**config.mk**
```make
export PLATFORM = sky130hd
export DESIGN_NAME = restoring_divider_flat
export DESIGN_NICKNAME = d
export VERILOG_FILES = /design/src/rtl/restoring_divider_if.sv /design/src/rtl/restoring_divider.sv /design/src/flat_wrapper.sv
export SDC_FILE = /design/constraint.sdc
export NUM_CORES = 1
export LEC_CHECK = 0
export ABC_AREA = 1
export CORE_UTILIZATION = 50
export CTS_BUF_LIST = sky130_fd_sc_hd__clkbuf_16
export DETAILED_ROUTE_END_ITERATION = 10
export GPL_ROUTABILITY_DRIVEN = 0
export PLACE_DENSITY_LB_ADDON = 0.08
export SLEW_MARGIN = 20
export SYNTH_ARGS = -nofsm -noshare
export SYNTH_HDL_FRONTEND = slang
export SYNTH_SLANG_ARGS = --single-unit
```
**constraint.sdc**
```tcl
create_clock -name clk -period 5.66 [get_ports clk]
set_clock_uncertainty 0.1 [all_clocks]
set_input_delay 0.849 -clock clk [delete_from_list [all_inputs] [get_ports clk]]
set_output_delay 0.849 -clock clk [all_outputs]
set_load 0.03 [all_outputs]
```
**src/rtl/restoring_divider_if.sv**
```systemverilog
// Handshake bundle for restoring_divider.
//   Request side : in_valid/in_ready with dividend r (2N bits) and divisor v (N bits).
//   Response side: out_valid/out_ready with quotient q (2N bits), remainder m (N bits)
//                  and divide-by-zero flag dz.
// The slave modport is the divider's view; master is the producer/consumer view.
interface restoring_divider_if #(
  parameter int N = 16
);
  logic           in_valid;
  logic           in_ready;
  logic [2*N-1:0] r;
  logic [N-1:0]   v;
  logic           out_valid;
  logic           out_ready;
  logic [2*N-1:0] q;
  logic [N-1:0]   m;
  logic           dz;

  modport master (
    output in_valid, r, v, out_ready,
    input  in_ready, out_valid, q, m, dz
  );

  modport slave (
    input  in_valid, r, v, out_ready,
    output in_ready, out_valid, q, m, dz
  );
endinterface

```
**src/rtl/restoring_divider.sv**
```systemverilog
// Sequential unsigned restoring divider: r (2N bits) / v (N bits) gives
// q (2N bits) and m (N bits) with r = q*v + m, m < v. One quotient bit per clock.
// Ports:
//   clk  - rising-edge clock
//   rst  - asynchronous active-high reset
//   bus  - restoring_divider_if.slave: in_valid/in_ready/r/v request handshake,
//          out_valid/out_ready/q/m/dz response handshake. All outputs registered.
module restoring_divider #(
  parameter int N = 16
) (
  input  logic               clk,
  input  logic               rst,
  restoring_divider_if.slave bus
);

  localparam int CW = $clog2(2*N+1);

  typedef enum logic [1:0] {IDLE, CALC, DONE} state_t;

  state_t         state;
  logic [2*N-1:0] quot;      // dividend shifts out of the MSB, quotient bits enter the LSB
  logic [N-1:0]   divisor;
  logic [N-1:0]   rem;       // partial remainder; always < divisor so N bits hold it
  logic [CW-1:0]  cnt;
  logic           in_ready_r;
  logic           out_valid_r;
  logic [2*N-1:0] q_r;
  logic [N-1:0]   m_r;
  logic           dz_r;

  logic [N:0]     p;
  logic [N:0]     sub;
  logic           ge;
  logic [N-1:0]   rem_nxt;
  logic [2*N-1:0] quot_nxt;

  // Iteration datapath. Since p < 2*divisor, p - divisor either fits in N bits
  // (no borrow) or wraps negative with the top bit set, so the borrow bit alone
  // decides whether the subtraction is kept.
  always_comb begin
    p        = {rem, quot[2*N-1]};
    sub      = p - {1'b0, divisor};
    ge       = ~sub[N];
    rem_nxt  = ge ? sub[N-1:0] : p[N-1:0];
    quot_nxt = {quot[2*N-2:0], ge};
  end

  always_ff @(posedge clk or posedge rst) begin
    if (rst) begin
      state       <= IDLE;
      quot        <= '0;
      divisor     <= '0;
      rem         <= '0;
      cnt         <= '0;
      in_ready_r  <= 1'b1;
      out_valid_r <= 1'b0;
      q_r         <= '0;
      m_r         <= '0;
      dz_r        <= 1'b0;
    end else begin
      case (state)
        IDLE: begin
          if (bus.in_valid) begin
            quot       <= bus.r;
            divisor    <= bus.v;
            rem        <= '0;
            cnt        <= CW'(2*N);
            in_ready_r <= 1'b0;
            if (bus.v == '0) begin
              q_r         <= '1;
              m_r         <= bus.r[N-1:0];
              dz_r        <= 1'b1;
              out_valid_r <= 1'b1;
              state       <= DONE;
            end else begin
              state <= CALC;
            end
          end
        end

        CALC: begin
          quot <= quot_nxt;
          rem  <= rem_nxt;
          cnt  <= cnt - CW'(1);
          // Last iteration: publish the result directly from the next-state values.
          if (cnt == CW'(1)) begin
            q_r         <= quot_nxt;
            m_r         <= rem_nxt;
            dz_r        <= 1'b0;
            out_valid_r <= 1'b1;
            state       <= DONE;
          end
        end

        DONE: begin
          if (bus.out_ready) begin
            out_valid_r <= 1'b0;
            in_ready_r  <= 1'b1;
            state       <= IDLE;
          end
        end

        default: begin
          state       <= IDLE;
          in_ready_r  <= 1'b1;
          out_valid_r <= 1'b0;
        end
      endcase
    end
  end

  assign bus.in_ready  = in_ready_r;
  assign bus.out_valid = out_valid_r;
  assign bus.q         = q_r;
  assign bus.m         = m_r;
  assign bus.dz        = dz_r;

endmodule

```
**src/flat_wrapper.sv**
```systemverilog
// flat-port wrapper written by rule: the top's interface ports become plain ports
module restoring_divider_flat 
#(
  parameter int N = 16
)
  (clk, rst, bus_in_valid, bus_r, bus_v, bus_out_ready, bus_in_ready, bus_out_valid, bus_q, bus_m, bus_dz);
  restoring_divider_if #(.N(N)) bus_i ();
  input  logic clk;
  input  logic rst;
  input wire logic [$bits(bus_i.in_valid)-1:0] bus_in_valid;
  input wire logic [$bits(bus_i.r)-1:0] bus_r;
  input wire logic [$bits(bus_i.v)-1:0] bus_v;
  input wire logic [$bits(bus_i.out_ready)-1:0] bus_out_ready;
  output wire logic [$bits(bus_i.in_ready)-1:0] bus_in_ready;
  output wire logic [$bits(bus_i.out_valid)-1:0] bus_out_valid;
  output wire logic [$bits(bus_i.q)-1:0] bus_q;
  output wire logic [$bits(bus_i.m)-1:0] bus_m;
  output wire logic [$bits(bus_i.dz)-1:0] bus_dz;
  assign bus_i.in_valid = bus_in_valid;
  assign bus_i.r = bus_r;
  assign bus_i.v = bus_v;
  assign bus_i.out_ready = bus_out_ready;
  assign bus_in_ready = bus_i.in_ready;
  assign bus_out_valid = bus_i.out_valid;
  assign bus_q = bus_i.q;
  assign bus_m = bus_i.m;
  assign bus_dz = bus_i.dz;
  restoring_divider #(.N(N)) u_core (.clk(clk), .rst(rst), .bus(bus_i));
endmodule
```
==> impl_results.md, run 1 <==
- Worst Hold Class: flip-flop to flip-flop
- Total power: 5400 µW
- Top FF cell, synth: dfrtp_1
- Hold Vio Cnt, Final: 0
- DRT Pass-1 Iters: 5
- Clock Sinks: 123
- Synth area leaders: dfrtp_1 (47%), nand2_1 (11%), inv_1 (8.2%), nand3_1 (6.6%), o21ai_0 (5.5%)
- Synth top area share: 46.6%
- DRC viols: 0
- Switching fraction of total power: 45.2%
- Clk root buf: clkbuf_16
- Multi-input combinational cell area: 2720 µm²
- Crit path kind: input pin to flip-flop
- Comb pwr share: 51.9%
- Layout cells sized above 1: 5.87%
- CTS max path bufs: 2
- Number of synthesized flops with an enable pin: 0
- Ys async rst share: 100%
- Clock latency on the worst-skew pair: 420 ps
- Synth top cells by count: nand2_1 (197), inv_1 (143), dfrtp_1 (122)
- Placed wire-length estimate: 11.3 mm
- Routed Antenna Nets: 0
- Layout Area Growth over Synthesis: 25.7%
- Avg WL per Cell: 14.4 µm
- Leak pwr: 0.00407 µW
- Fin crit period: 3720 ps
- GRT Resource Usage Total: 25.4%
- # hold bufs at CTS: 0
- # fillers: 1126
- Seq/Total Area, Yosys: 47.0%
- Port Buffers: 102
- Via density: 5.14
- Non-Filler Instances: 1126
- CP required: 5870 ps
- Clk slew on worst S/H paths: 50 ps
- Most frequent cell after synthesis: nand2_1
- Syn avg cell area: 7.68 µm²
- Initial Util: 51.7%
- CTS tree: done
- Relative slew margins: 29.8%
- Initial antenna violation count: 0
- Via Count: 5793
- FF/Latch Area: 3080 µm²
- Crit path DAT: 3940 ps
- Largest net degree at the start of global routing: 84
- # resized after CTS: 0
- Net Switching: 2440 µW
- Internal reg-to-reg setup slack: 2210 ps
- Yosys warns: 0
- Period utilization: 65.8%
- VDD IR max: 0.645 mV
- Die X: 116 µm
- Die H: 116 µm
- Syn_nets: 923
- Worst-Margin Slew: 1050 ps
- Post-synth top area cell: dfrtp_1
- RSZ-0062 raised after global routing: false
- # placed instances: 1095
- Vias in the first global route: 5376
- Area of the die: 13600 µm²
- Core Region: 12700 µm²
- Post-synth cell types: 35
- Post-Syn Instances: 852
- IO Pins: 103
- Cts bufs inserted: 17
- Seq pwr share: 27.5%
- Site Rows: 41
- First-pass GRT wire length: 25.8 mm
- Fmax: 0.268 GHz
- Slew Viols, Final: 0
- Critical Path End Type: flip-flop
- Total setup buffers inserted after CTS: 0
- Final Setup Violations: 0
- Final wirelength: 16.2 mm
- Final net count: 1013
- Total gr overflow: 0
- Pwr dens: 657 nW/µm²
- H-tree levels: 4
- DR iter-0 viols: 440
- Startpoint Class: input pin
- Outcome: finished, final reports clean
- Post-Synthesis Cell Area: 6550 µm²
- Setup TNS: 0 ps
- Clk pwr share: 20.7%
- Inserted Diodes: 0
- Max-cap violation count: 0
- Worst Path Max Fanout: 65
- #FFs+latches synth: 123
- Internal: 2960 µW
## routing by layer
layer	GRT usage, %	vias to the layer above	wire length [µm]
met2	42.0	165	7770
li1	-	2886	-
met4	11.0	0	348
met5	0	-	0
met1	32.6	2711	7320
met3	4.83	31	738
## stage by stage
step                util [%]  cell area (µm²)  hold slack, ps  setup WS, ps
CTS                     64.9             8220             389          1950
finish                  64.9             8230             385          1940
global placement        60.1             7620             375          1630
floorplan                  -             6550             353          1440
global route            64.9             8230             398          1640
detailed placement      60.1             7620             379          1520
## logic make-up after synthesis
kind of cell               synth area share, %
adders and majority gates                 3.75
DFF                                       47.0
xor gates and xnor gates                 0.937
buffers and inverters                     11.4
and+or+nand+nor                           25.6
AOI/OAI and AO/OA                         11.3
## layout by cell type, fill, tap and decap left out, drive strengths merged
| cell | synthesis | routed |
|---|---|---|
| nand2 | 200 | 200 |
| inv | 147 | 148 |
| dfrtp | 122 | 122 |
| clkdlybuf4s50 | 0 | 102 |
| nand3 | 86 | 86 |
| o21ai | 73 | 73 |
| nor2 | 73 | 73 |
| a21oi | 27 | 27 |
| ha | 18 | 18 |
| clkbuf | 16 | 17 |
| or2 | 17 | 17 |
| a31oi | 16 | 16 |
| o211ai | 15 | 15 |
| xor2 | 7 | 7 |
| clkinv | 0 | 6 |
| nand4 | 5 | 5 |
| and2 | 4 | 4 |
| bufinv | 0 | 4 |
| clkinvlp | 0 | 3 |
| buf | 18 | 3 |
| nor4 | 2 | 2 |
| o221ai | 1 | 1 |
| o31ai | 1 | 1 |
| nor3 | 1 | 1 |
| o22ai | 1 | 1 |
| fa | 1 | 1 |
| dfstp | 1 | 1 |
## worst paths after layout
check / cells after the start / from / end
setup / recovery: 10 / bus_in_valid / u_core.bus.m[2]$_DFFE_PP0P_
hold / removal: 1 / u_core.cnt[5]$_DFFE_PP0P_ / u_core.cnt[5]$_DFFE_PP0P_
setup reg to reg: 9 / u_core.state[0]$_DFFE_PP0P_ / u_core.bus.m[2]$_DFFE_PP0P_
hold reg to reg: 1 / u_core.cnt[5]$_DFFE_PP0P_ / u_core.cnt[5]$_DFFE_PP0P_
max in group asynchronous: 3 / rst / u_core.divisor[10]$_DFFE_PP0P_
min in group asynchronous: 3 / rst / u_core.quot[25]$_DFFE_PP0P_
## power by group through the flow
stage | logic [µW] | registers, µW | clock network (µW)
after floorplan | 1770 | 1740 | 0
after global placement | 2730 | 1480 | 0
after detailed placement | 2790 | 1490 | 0
after CTS | 2810 | 1480 | 1130
after global routing | 3130 | 1520 | 1170
final | 2800 | 1480 | 1120
## sequential cells by signal, indices dropped and copies added (netlist names)
signal                count
u_core.bus.q             32
u_core.rem               16
u_core.bus.dz             1
u_core.bus.m             16
u_core.divisor           16
u_core.bus.in_ready       1
u_core.quot              32
u_core.cnt                6
u_core.state              2
u_core.bus.out_valid      1
## layout make-up
| type | count | area share (%) |
|---|---|---|
| Timing Repair Buffer | 105 | 12.7 |
| Clock inverter | 14 | 2.19 |
| Clock buffer | 17 | 5.17 |
| Sequential cell | 123 | 37.4 |
| Multi-Input combinational cell | 548 | 33.1 |
| Inverter | 147 | 6.77 |
| Tap cell | 172 | 2.62 |
## worst max-delay path: stages
cell and delay [ps]:
clkdlybuf4s50_1 440, nand2_2 380, inv_4 170, nor2_8 290
a21oi_2 50, nand2_1 530, inv_2 590, or2_2 470
nand2_1 80, inv_1 40
Power figures use the tool's default switching activity.
==> run 2, diff against run 1 <==
--- a/config.mk
+++ b/config.mk
@@ -6,7 +6,7 @@
 export NUM_CORES = 1
 export LEC_CHECK = 0
 export ABC_AREA = 1
-export CORE_UTILIZATION = 50
+export CORE_UTILIZATION = 49
 export CTS_BUF_LIST = sky130_fd_sc_hd__clkbuf_16
 export DETAILED_ROUTE_END_ITERATION = 10
 export GPL_ROUTABILITY_DRIVEN = 0
==> constraint.sdc (replaced) <==
create_clock -name clk -period 3.33 [get_ports clk]
set_clock_uncertainty 0.1 [all_clocks]
set_input_delay 0.4995 -clock clk [delete_from_list [all_inputs] [get_ports clk]]
set_output_delay 0.4995 -clock clk [all_outputs]
set_load 0.03 [all_outputs]
==> impl_results.md, run 2 (synthesis gave the netlist of run 1 again) <==
- Reg2reg end: u_core.bus.m[12]$_DFFE_PP0P_
- CP required: 3560 ps (-2310 ps)
- Slew Viols, Final: 0 (unchanged)
- Setup TNS: 0 ps (unchanged)
- Placed wire-length estimate: 12.1 mm (+7.4%)
- Layout Area Growth over Synthesis: 25.7% (about the same)
- RSZ-0062 raised after global routing: false
- Hold Vio Cnt, Final: 0 (unchanged)
- CTS max path bufs: 2 (unchanged)
- First-pass GRT wire length: 28.0 mm (+8.4%)
- Initial Util: 51.0% (-0.62 points)
- Final net count: 1020 (+0.69%)
- Worst-Margin Slew: 974 ps (-77.8 ps)
- Total gr overflow: 0 (unchanged)
- # fillers: 1162 (+3.2%)
- GRT Resource Usage Total: 25.6% (+0.18 points)
- Place WS: 289 ps (-1230 ps)
- IO Pins: 103 (unchanged)
- Core Region: 12800 µm² (+1.2%)
- Die H: 118 µm (+1.0%)
- DRT Pass-1 Iters: 5 (unchanged)
- DRC viols: 0 (unchanged)
- Final wirelength: 16.7 mm (+3.5%)
- Worst Path Max Fanout: 42 (-35%)
- RR Startpoint: u_core.quot[31]$_DFFE_PP0P_
- Clk slew on worst S/H paths: 50 ps (about the same)
- Port Buffers: 102 (unchanged)
- Initial antenna violation count: 0 (unchanged)
- Via density: 5.14 (about the same)
- Multi-input combinational cell area: 2720 µm² (unchanged)
- Site Rows: 41 (unchanged)
- # resized after CTS: 0 (unchanged)
- Fmax: 0.380 GHz
- Clock latency on the worst-skew pair: 420 ps (about the same)
- Vias in the first global route: 5672 (+5.5%)
- Ordered cell list for the critical path: clkdlybuf4s50_1 > inv_1 > nand4_1 > nor2_1 > nand3_1 > nand2_1 > nand2_1 > inv_2 > buf_4 > nor2_1 > a31oi_1
- Clk root buf: clkbuf_16
- Total setup buffers inserted after CTS: 0 (unchanged)
- Fin crit period: 2630 ps
- Worst setup path startpoint: bus_v[2]
- Relative slew margins: 35.0% (+5.2 points)
- Final Setup Violations: 0 (unchanged)
- Critical Path End Type: flip-flop
- R2R depth: 15 (+6)
- Most common cell after layout, fill and taps aside: nand2_1
- Most frequent cells in the layout: nand2_1 (197), inv_1 (143), dfrtp_1 (122), clkdlybuf4s50_1 (102), nand3_1 (86)
- Die X: 118 µm (+1.0%)
- Max-cap violation count: 0 (unchanged)
- Via Count: 5825 (+0.55%)
- Pwr dens: 1100 nW/µm² (+68%)
- Avg WL per Cell: 14.8 µm (+2.9%)
- DR iter-0 viols: 447 (+1.6%)
- Critical path's slowest cell: inv_2
- Inserted Diodes: 0 (unchanged)
- Area of the die: 13800 µm² (+2.0%)
- Largest net degree at the start of global routing: 84 (unchanged)
- Crit path kind: input pin to flip-flop
- Cts bufs inserted: 17 (unchanged)
- Leak pwr: 0.00407 µW (about the same)
- Worst Hold Class: input pin to async pin
- Crit-path max cell delay: 520 ps (-70 ps)
- Clock Sinks: 123 (unchanged)
- CTS tree: done
- Setup ws final: 696 ps (-1240 ps)
- Routed Antenna Nets: 0 (unchanged)
- Outcome: finished, final reports clean
- FF/Latch Area: 3080 µm² (unchanged)
- Startpoint Class: input pin
- Layout cells sized above 1: 6.45% (+0.58 points)
- VDD IR max: 0.691 mV (+7.3%)
- H-tree levels: 4 (unchanged)
- # hold bufs at CTS: 0 (unchanged)
- Crit path DAT: 2860 ps (-1080 ps)
- Internal reg-to-reg setup slack: 760 ps (-1450 ps)
- Layout Utilization: 64.2% (-0.75 points)
- Period utilization: 79.1%
-- run 2: critical path, delay by kind of cell --
family                 cells  cell delay [ps]
AO/OA/AOI/OAI              1              160
buffers and inverters      4             1390
AND/OR/NAND/NOR            6              780
-- run 2: power by group --
| group | switching (µW) | internal (µW) |
|---|---|---|
| clock | 671 | 1000 |
| combinational | 3180 | 1700 |
| sequential | 342 | 2170 |
-- run 2: area by class of cell --
type	instances	share of cell area (%)
Clock buffer	17	5.17
Clock inverter	14	1.32
Multi-Input combinational cell	548	33.1
Timing Repair Buffer	112	13.6
Inverter	147	6.78
Tap cell	172	2.61
Sequential cell	123	37.4
-- run 2: worst max path at each step --
| stage | to |
|---|---|
| after floorplan | u_core.bus.m[15]$_DFFE_PP0P_ |
| after global routing | u_core.bus.m[14]$_DFFE_PP0P_ |
| after detailed placement | u_core.bus.q[21]$_DFFE_PP0P_ |
| after CTS | u_core.bus.q[21]$_DFFE_PP0P_ |
| final | u_core.bus.q[31]$_DFFE_PP0P_ |
| after global placement | u_core.bus.q[19]$_DFFE_PP0P_ |
-- run 2: stage by stage --
stage          instance area (µm²)  power, µW  std cells  hold WS, ps
3_5_place_dp                  7700       7370       1102          378
5_1_grt                       8230       9780       1133          370
6_report                      8230       9060       1133          354
4_1_cts                       8230       9080       1133          365
3_3_place_gp                  7700       7240       1102          381
2_1_floorplan                 6550       5960        852          353
-- run 2: routing by layer --
layer	share of wire (%)	GRT usage [%]	up-vias
li1	-	-	2892
met5	0	0	-
met3	4.3	5.04	26
met2	48	42.2	157
met4	2.2	9.38	0
met1	45	33.3	2750
